$ cat config.mk
export PLATFORM = sky130hd
export DESIGN_NAME = cbc_decrypt_stream
export DESIGN_NICKNAME = d
export VERILOG_FILES = /design/src/rtl/cbc_decrypt_stream.sv
export SDC_FILE = /design/constraint.sdc
export NUM_CORES = 1
export LEC_CHECK = 0
export BUFFER_PORTS_ARGS = -buffer_cell sky130_fd_sc_hd__clkbuf_2
export CAP_MARGIN = 20
export CORE_ASPECT_RATIO = 0.7
export CORE_MARGIN = 1.5
export CORE_UTILIZATION = 53
export DETAILED_ROUTE_END_ITERATION = 12
export GPL_TIMING_DRIVEN = 0
export HOLD_SLACK_MARGIN = 0.12
export PLACE_DENSITY = 0.78
export SLEW_MARGIN = 20
export SYNTH_ARGS = -nofsm -noshare
export SYNTH_HDL_FRONTEND = slang
export SYNTH_SLANG_ARGS = --single-unit
$ cat constraint.sdc
create_clock -name clk -period 1.8 [get_ports clk]
set_input_delay 0 -clock clk [delete_from_list [all_inputs] [get_ports clk]]
set_output_delay 0 -clock clk [all_outputs]
set_load 0.05 [all_outputs]
$ cat src/rtl/cbc_decrypt_stream.sv
`default_nettype none
// +----------------------------------------------------------------------------+
// | Module      : cbc_decrypt_stream                                           |
// | Description : Sequential CBC decryptor for 8-bit bytes made of two 4-bit   |
// |               blocks. One block is decrypted per clock. The CBC state can  |
// |               optionally chain across bytes so a byte stream forms one     |
// |               continuous CBC message.                                      |
// | Revision    : 1.0 - initial release                                        |
// +----------------------------------------------------------------------------+
module cbc_decrypt_stream #(
  parameter int CNT_W = 8
) (
  input  logic             clk,
  input  logic             reset,
  input  logic [3:0]       k,
  input  logic [3:0]       iv,
  input  logic             chain,
  input  logic             flush,
  input  logic [7:0]       c_in,
  input  logic             in_valid,
  output logic             in_ready,
  output logic [7:0]       p_out,
  output logic             out_valid,
  input  logic             out_ready,
  output logic [CNT_W-1:0] count
);

  typedef enum logic [1:0] {
    S_IDLE = 2'd0,
    S_BLK0 = 2'd1,
    S_BLK1 = 2'd2,
    S_HOLD = 2'd3
  } state_t;

  localparam logic [CNT_W-1:0] C_CNT_ONE = {{(CNT_W-1){1'b0}}, 1'b1};

  state_t             state_q, state_d;
  logic [7:0]         c_q, c_d;
  logic [3:0]         k_q, k_d;
  logic [3:0]         iv_q, iv_d;
  logic [7:0]         p_out_q, p_out_d;
  logic               out_valid_q, out_valid_d;
  logic               in_ready_q, in_ready_d;
  logic [CNT_W-1:0]   count_q, count_d;
  logic [3:0]         chain_reg_q, chain_reg_d;
  logic               chain_vld_q, chain_vld_d;
  logic [3:0]         iv_eff;

  // Block decrypt primitive: rotate right by one, then remove the key.
  function automatic logic [3:0] dec4(input logic [3:0] y, input logic [3:0] key);
    return {y[0], y[3:1]} ^ key;
  endfunction

  // A flush on the accept cycle forces the byte back onto the external iv.
  assign iv_eff = (chain && chain_vld_q && !flush) ? chain_reg_q : iv;

  // Next-state and datapath: accept, decrypt block 0, decrypt block 1, hold for consumer.
  always_comb begin
    state_d     = state_q;
    c_d         = c_q;
    k_d         = k_q;
    iv_d        = iv_q;
    p_out_d     = p_out_q;
    out_valid_d = out_valid_q;
    in_ready_d  = in_ready_q;
    count_d     = count_q;
    chain_reg_d = chain_reg_q;
    chain_vld_d = chain_vld_q;
    case (state_q)
      S_IDLE: begin
        if (in_valid) begin
          c_d        = c_in;
          k_d        = k;
          iv_d       = iv_eff;
          in_ready_d = 1'b0;
          state_d    = S_BLK0;
        end
      end
      S_BLK0: begin
        p_out_d[7:4] = dec4(c_q[7:4], k_q) ^ iv_q;
        state_d      = S_BLK1;
      end
      S_BLK1: begin
        p_out_d[3:0] = dec4(c_q[3:0], k_q) ^ c_q[7:4];
        chain_reg_d  = c_q[3:0];
        chain_vld_d  = 1'b1;
        out_valid_d  = 1'b1;
        state_d      = S_HOLD;
      end
      S_HOLD: begin
        if (out_ready) begin
          count_d     = count_q + C_CNT_ONE;
          out_valid_d = 1'b0;
          in_ready_d  = 1'b1;
          state_d     = S_IDLE;
        end
      end
      default: begin
        state_d     = S_IDLE;
        out_valid_d = 1'b0;
        in_ready_d  = 1'b1;
      end
    endcase
    // Flush overrides any chain-state update, including the one made in BLK1.
    if (flush) begin
      chain_vld_d = 1'b0;
    end
  end

  // State and output registers; reset discards any byte in flight.
  always_ff @(posedge clk or posedge reset) begin
    if (reset) begin
      state_q     <= S_IDLE;
      c_q         <= 8'h00;
      k_q         <= 4'h0;
      iv_q        <= 4'h0;
      p_out_q     <= 8'h00;
      out_valid_q <= 1'b0;
      in_ready_q  <= 1'b1;
      count_q     <= '0;
      chain_reg_q <= 4'h0;
      chain_vld_q <= 1'b0;
    end else begin
      state_q     <= state_d;
      c_q         <= c_d;
      k_q         <= k_d;
      iv_q        <= iv_d;
      p_out_q     <= p_out_d;
      out_valid_q <= out_valid_d;
      in_ready_q  <= in_ready_d;
      count_q     <= count_d;
      chain_reg_q <= chain_reg_d;
      chain_vld_q <= chain_vld_d;
    end
  end

  assign in_ready  = in_ready_q;
  assign p_out     = p_out_q;
  assign out_valid = out_valid_q;
  assign count     = count_q;

endmodule
`default_nettype wire

==> metrics.cfg, run 1 <==
[route]
drt-total-wl_um=3531
drt-pass1-iter-count=3
drtIter0Drc=31
wl_per_cell_um=13.85
drc=0
vias_per_cell=4.835
vias=1233
drtAntennaViolNets=0

[global_routing]
grt_max_degree=33
antenna_found_initial=0
grt_first_pass_wirelength_um=6072
grt_pass1_vias=1365
grt_remaining_overflow=0
grtUsageTotal_pct=21.50

[setup_path]
worst_path_max_delay_cell=dfrtp_1
timing.critical_path.buf_inv=2
crit_fanout=10
max_stage_delay_ns=0.45
cp.depth=5
timing.rr.end=c_q[3]$_DFFE_PP0P_
worstSetupPathType=flop to flop
cp-startpoint=state_q[1]$_DFFE_PP0P_
cp.arrival_ns=1.81
crit_end=c_q[3]$_DFFE_PP0P_
critPathRequiredTime_ns=1.97
worstReg2RegStart=state_q[1]$_DFFE_PP0P_
critPathLaunchType=flop
critPathCaptureType=flop
critPathTopFamily=flip-flops
crit_chain=inv_1, ha_1, nand2_1, buf_2, mux2_1
r2r_cells=5
r2r_setup_slack_ns=0.16

[sta]
maxSlewViolCount=0
setup-violations-final=0
hold_viol=0
rsz0062_at_grt=false
setup_tns_ns=0
holdWs_ns=0.1711
fin_crit_sh_pct=91.20
skew_ns=0.003883
worst_pin_slew_ns=0.2885
min_period_ns=1.642
fmax_mhz=609.2
max_slew_margin_pct=80.85

[floorplan]
die_h_um=52.76
die-area_sq_um=3908
die_x_um=74.08
ios=40
core_sq_um=3254
initial_core_util_pct=57.59
num_rows=17

[placement]
routabilityCongestion=0.7145
io_buffers=39
dp_hpwl_um=2516

[logic_synthesis]
synth_adder_area_share_pct=4.673
synth-seq-cells=41
syn_area_per_cell_sq_um=13.39
synth_compound_area_share_pct=2.470
syn_inst=140
synth_warnings=0
yosysSeqAreaShare_pct=54.81
synth_xor_area_share_pct=10.75
synth_top_family_by_area=multiplexers
synth.net_count=169
synth.area.mux_share_pct=19.63
syn_area_sq_um=1874
synth.distinct_cells=22
synthSimpleGateAreaFrac_pct=5.674

[power_and_ir_drop]
leakage_nw=1.180
powerDensity_nw_per_um2=1906
vdd_drop_max_v=0.001169

[finish]
layout.nets=236
layout.cells.most_common=dfrtp_1
antennaDiodeCount=0
final_cell_mix=dfrtp_1, clkbuf_2, xnor2_1, dlygate4sd3_1
syn_to_final_growth_pct=30.71
drive_gt1_share_pct=34.13

[clock_network]
clkSinkCount=41
cts_tree=yes
clk_pin_slew_ns=0.07
cts_resized=0
cts_max_level=2
clk_latency_ns=0.28
clk_path_buf_depth=2
post_cts_buffers=0
clockRootBuffer=clkbuf_8
cts_buffers=5

[status]
status=finished, final reports clean

[min_path]
hp-class=input pin to async pin

[run]
maxCapViolCount=0

cell families after synthesis:
| family | Yosys count |
|---|---|
| adder cells (fa/ha/maj) | 7 |
| multiplexers | 32 |
| flip-flops | 41 |
| AO/OA/AOI/OAI | 8 |
| XOR/XNOR | 23 |
| AND/OR/NAND/NOR | 21 |
| buffers and inverters | 8 |
cell usage after synthesis:
library cell	n	area, sq um
nand4_1	4	25.02
dfstp_2	1	26.28
ha_1	7	87.58
a21oi_1	2	10.01
mux2_2	11	123.9
buf_4	1	7.510
dfrtp_1	40	1001
mux2i_1	6	60.06
and2_1	1	6.260
and3_1	2	12.51
buf_2	3	15.01
a21boi_2	1	11.26
mux2_4	4	60.06
mux2_1	11	123.9
inv_1	4	15.01
xor2_1	1	8.760
nand2b_1	1	6.260
nand3b_2	1	11.26
xnor2_1	22	192.7
nor2_1	4	15.01
o21ai_0	5	25.02
nand2_1	8	30.03
worst register-to-register path, stage by stage, from the launching register on:
cell,delay [ns]
dfrtp_1,0.45
inv_1,0.12
ha_1,0.21
nand2_1,0.11
buf_2,0.28
mux2_1,0.36
layer usage:
| metal | GRT usage (%) | wire length [um] | share of wire, % | up-vias |
|---|---|---|---|---|
| met4 | 6.790 | 29 | 0.82 | 0 |
| met5 | 0 | 0 | 0 | - |
| met3 | 5.962 | 95 | 2.7 | 4 |
| met1 | 27.43 | 1679 | 48 | 604 |
| met2 | 35.57 | 1726 | 49 | 19 |
| li1 | - | - | - | 606 |
worst min path at each step:
stage,cells past startpoint,end
floorplan,1,chain_vld_q$_DFFE_PP0P_
finish,3,count[0]$_DFFE_PP0P_
CTS,3,count[0]$_DFFE_PP0P_
global route,3,count[0]$_DFFE_PP0P_
detailed placement,2,count[0]$_DFFE_PP0P_
global placement,2,chain_vld_q$_DFFE_PP0P_
registers in the layout, summed over array words and instances (netlist names), 2 cells and up:
register     cells
c_q              8
p_out            8
iv_q             4
state_q          2
chain_reg_q      4
k_q              4
count            8
cell type report:
| class | instances | area [sq um] |
|---|---|---|
| well taps | 47 | 58.81 |
| multi-input cells | 91 | 809.5 |
| flip-flops and latches | 41 | 1027 |
| repair buffers | 60 | 415.4 |
| plain buffers | 4 | 22.52 |
| inverters | 4 | 15.01 |
| clock inverters | 1 | 5.005 |
| clock buffers | 7 | 96.34 |
| fillers | 223 | 804.5 |
power by group:
part           switching [W]  internal [W]  leakage, nW  total (W)
Combinational        0.00127       0.00102        0.629    0.00229
Sequential          0.000363       0.00137        0.497    0.00173
Clock               0.000303      0.000347       0.0542   0.000649
stage by stage:
step	util [%]	total power, W	setup WS [ns]	cell area [sq um]	instances
2_1_floorplan	-	0.003508	0.3902	1874	140
3_3_place_gp	65.40	0.003907	0.2506	2128	226
3_5_place_dp	66.01	0.004012	0.1971	2148	227
4_1_cts	75.28	0.004704	0.1541	2450	255
5_1_grt	75.28	0.004963	0.04165	2450	255
6_report	75.28	0.004669	0.1585	2450	255
repair_timing:
action | 4_1_cts | 5_1_grt
hold buffers | 20 | 0
endpoints found under the setup margin | 0 | 0
endpoints found under the hold margin | 61 | 0
Power figures use the tool's default switching activity.
==> run 2: changes to the inputs <==
--- a/config.mk
+++ b/config.mk
@@ -5,15 +5,17 @@
 export SDC_FILE = /design/constraint.sdc
 export NUM_CORES = 1
 export LEC_CHECK = 0
+export ABC_AREA = 1
+export ABC_CLOCK_PERIOD_IN_PS = 1800
 export BUFFER_PORTS_ARGS = -buffer_cell sky130_fd_sc_hd__clkbuf_2
 export CAP_MARGIN = 20
 export CORE_ASPECT_RATIO = 0.7
 export CORE_MARGIN = 1.5
-export CORE_UTILIZATION = 53
+export CORE_UTILIZATION = 54
 export DETAILED_ROUTE_END_ITERATION = 12
 export GPL_TIMING_DRIVEN = 0
 export HOLD_SLACK_MARGIN = 0.12
-export PLACE_DENSITY = 0.78
+export PLACE_DENSITY = 0.79
 export SLEW_MARGIN = 20
 export SYNTH_ARGS = -nofsm -noshare
 export SYNTH_HDL_FRONTEND = slang
==> run 2 against run 1 <==
  * Via count increased by 49%
  * Cell area increased by 6.3%
  * Sequential power decreased by 5%
  * Maximum frequency increased by 1.1%
  * Global-route usage increased by 5.0 points
  * Worst hold slack got worse by 0.042 ns
  * Critical endpoint is now in_ready$_DFFE_PP1P_
  * Largest cell class unchanged
==> metrics.cfg, run 2 <==
[route]
drc=0  ; unchanged
drt-pass1-iter-count=4  ; +1
drtAntennaViolNets=0  ; unchanged
vias_per_cell=4.984  ; +3.1%
drtIter0Drc=141  ; +350%
vias=1834  ; +49%
drt-total-wl_um=4723  ; +34%
wl_per_cell_um=12.83  ; -7.3%

[logic_synthesis]
synth.most_common_cell=nand2_1
syn_area_per_cell_sq_um=8.030  ; -40%
synth_edf_count=0  ; unchanged
yosysSeqAreaShare_pct=51.38  ; -3.4 points
synth-main-ff-cell=dfrtp_1
synth_warnings=0  ; unchanged
syn_area_sq_um=1999  ; +6.7%
synth.net_count=278  ; +64%
synth-seq-cells=41  ; unchanged
ys_top_cells_by_count=nand2_1, dfrtp_1, inv_1, nand3_1, o21ai_0
async_flop_share_pct=100.0  ; unchanged
synth_area_leaders=dfrtp_1, nand2_1, inv_1
synth.top_cell.area_share_pct=50.06  ; -3.3 points
syn_inst=249  ; +78%
synth.distinct_cells=23  ; +4.5%
synth_top_area_cell=dfrtp_1

[setup_path]
worstReg2RegStart=state_q[0]$_DFFE_PP0P_
cp.arrival_ns=1.87  ; +0.06 ns
r2r_setup_slack_ns=0.18  ; +0.02 ns
critPathRequiredTime_ns=2.05  ; +0.08 ns
cp-startpoint=state_q[0]$_DFFE_PP0P_
crit_fanout=5  ; -5
r2r_cells=6  ; +1
worstSetupPathType=flop to flop
timing.rr.end=in_ready$_DFFE_PP1P_
critPathLaunchType=flop
critPathCaptureType=flop

[global_routing]
met3_usage_pct=8.801  ; +2.8 points
grt-busiest-layer=met2
grt_first_pass_wirelength_um=7590  ; +25%
met1_usage_pct=36.14  ; +8.7 points
grt_use_met2_pct=40.50  ; +4.9 points
grt_remaining_overflow=0  ; unchanged
antenna_found_initial=0  ; unchanged
grt_max_degree=33  ; unchanged
grt_pass1_vias=1657  ; +21%
grtUsageTotal_pct=26.55  ; +5.0 points

[clock_network]
clk_latency_ns=0.30  ; +0.02 ns
post_cts_buffers=0  ; unchanged
hold_buffers=21  ; +5.0%
cts_buffers=5  ; unchanged
clk_pin_slew_ns=0.08  ; about the same
clkSinkCount=41  ; unchanged
cts_tree=yes
cts_resized=0  ; unchanged
clockRootBuffer=clkbuf_8
cts_max_level=2  ; unchanged
clk_path_buf_depth=2  ; unchanged

[finish]
syn_to_final_growth_pct=30.23
layout.nets=346  ; +47%
final_cells=368  ; +44%
fillCellCount=273  ; +22%
finalInstanceArea_sq_um=2604  ; +6.3%
antennaDiodeCount=0  ; unchanged
drive_gt1_share_pct=18.24  ; -16 points
final_cell_mix=nand2_1, dfrtp_1, clkbuf_2, inv_1, nand3_1
layout.cells.most_common=nand2_1

[floorplan]
die_h_um=53.91  ; +2.2%
num_rows=18  ; +1
initial_core_util_pct=56.55  ; -1.0 points
die-area_sq_um=4083  ; +4.5%
die_x_um=75.73  ; +2.2%
core_sq_um=3536  ; +8.7%
ios=40  ; unchanged

[sta]
setup-violations-final=0  ; unchanged
maxSlewViolCount=0  ; unchanged
worst_pin_slew_ns=0.4787  ; +0.1902 ns
fmax_mhz=616.0  ; +1.1%
skew_ns=0.005412  ; +0.001529 ns
hold_viol=0  ; unchanged
setup_ws_ns=0.1766  ; +0.01812 ns
fin_crit_sh_pct=90.19  ; -1.0 points
rsz0062_at_grt=false
max_slew_margin_pct=67.75  ; -13 points
holdWs_ns=0.1292  ; -0.04198 ns
min_period_ns=1.623  ; -0.01812 ns
setup_tns_ns=0  ; unchanged

[status]
status=finished, final reports clean

[power_and_ir_drop]
intPower_w=0.002468  ; -9.8%
p_comb_share_pct=47.6  ; -1.5 points
switching_share_pct=46.54  ; +5.2 points
pwr-share-seq_pct=35.6  ; -1.4 points
pwr-share-clk_pct=16.8  ; +2.9 points
vdd_drop_max_v=0.001002  ; -14%
power_switching_w=0.002149  ; +11%
leakage_nw=1.400  ; +19%
powerDensity_nw_per_um2=1773  ; -6.9%

[placement]
place_area_sq_um=2277  ; +6.0%
dp_hpwl_um=3112  ; +24%
io_buffers=39  ; unchanged
preCtsSetupSlack_ns=0.2646  ; +0.06753 ns
routabilityCongestion=0.7566  ; +5.9%
dp_cells=339  ; +49%

[min_path]
holdPathStages=6
hold_path.startpoint=chain
hp-class=input pin to flop
hold_end=iv_q[2]$_DFFE_PP0P_

[run]
maxCapViolCount=0  ; unchanged

[run 2: cell count changes after synthesis, sizes merged, moves of 6 or more]
| cell | before | now |
|---|---|---|
| inv | 4 | 37 |
| mux2 | 26 | 1 |
| mux2i | 6 | 0 |
| nand2 | 8 | 90 |
| nand3 | 0 | 25 |
| nor2 | 4 | 12 |
| o21ai | 5 | 19 |
| xnor2 | 22 | 2 |
[run 2: how the worst max path moves through the flow]
stage | end | slack (ns) | cells after the start
2_1_floorplan | count[4]$_DFFE_PP0P_ | 0.42 | 5
3_3_place_gp | k_q[3]$_DFFE_PP0P_ | 0.32 | 8
3_5_place_dp | k_q[1]$_DFFE_PP0P_ | 0.26 | 8
4_1_cts | in_ready$_DFFE_PP1P_ | 0.21 | 6
5_1_grt | in_ready$_DFFE_PP1P_ | 0.06 | 6
6_report | in_ready$_DFFE_PP1P_ | 0.18 | 6
[run 2: kinds of logic (layout without fill, tap and decap cells)]
kind of cell / count (synthesis) / after routing / share of synthesized area, %
AND/OR/NAND/NOR: 131 / 131 / 27.41
flip-flops: 41 / 41 / 51.38
buffers and inverters: 41 / 110 / 8.385
AO/OA/AOI/OAI: 24 / 24 / 6.133
adder cells (fa/ha/maj): 7 / 7 / 4.380
XOR/XNOR: 4 / 4 / 1.753
multiplexers: 1 / 1 / 0.5632
[run 2: layout make-up]
type,count,area [sq um],share of cell area (%)
plain buffers,4,28.78,1.105
clock buffers,7,86.33,3.316
clock inverters,1,30.03,1.153
inverters,37,138.9,5.334
multi-input cells,167,804.5,30.90
flip-flops and latches,41,1027,39.45
well taps,50,62.56,2.403
repair buffers,61,425.4,16.34
[run 2: through the flow]
step / total power, W / util, %
finish: 0.004618 / 73.64
global route: 0.004992 / 73.64
CTS: 0.004617 / 73.64
detailed placement: 0.003779 / 64.40
global placement: 0.003688 / 63.84
floorplan: 0.003244 / -
[run 2: critical path, cell delays in order (launching register included)]
cell and delay (ns):
dfrtp_1 0.43, inv_1 0.11, ha_1 0.23, nand2_1 0.10
nand3_1 0.06, dlygate4sd3_1 0.57, nand2_1 0.08
[run 2: routing by layer]
| metal | share of wire, % | vias up |
|---|---|---|
| li1 | - | 911 |
| met1 | 46 | 861 |
| met2 | 46 | 54 |
| met3 | 5.6 | 8 |
| met4 | 1.5 | 0 |
| met5 | 0 | - |
[run 2: power by group through the flow]
stage | Sequential (W) | Combinational, W | Clock, W
final | 0.00164 | 0.00220 | 0.000774
after CTS | 0.00164 | 0.00219 | 0.000790
after global placement | 0.00163 | 0.00206 | 0
after detailed placement | 0.00165 | 0.00213 | 0
after floorplan | 0.00214 | 0.00110 | 0
after global routing | 0.00170 | 0.00246 | 0.000828
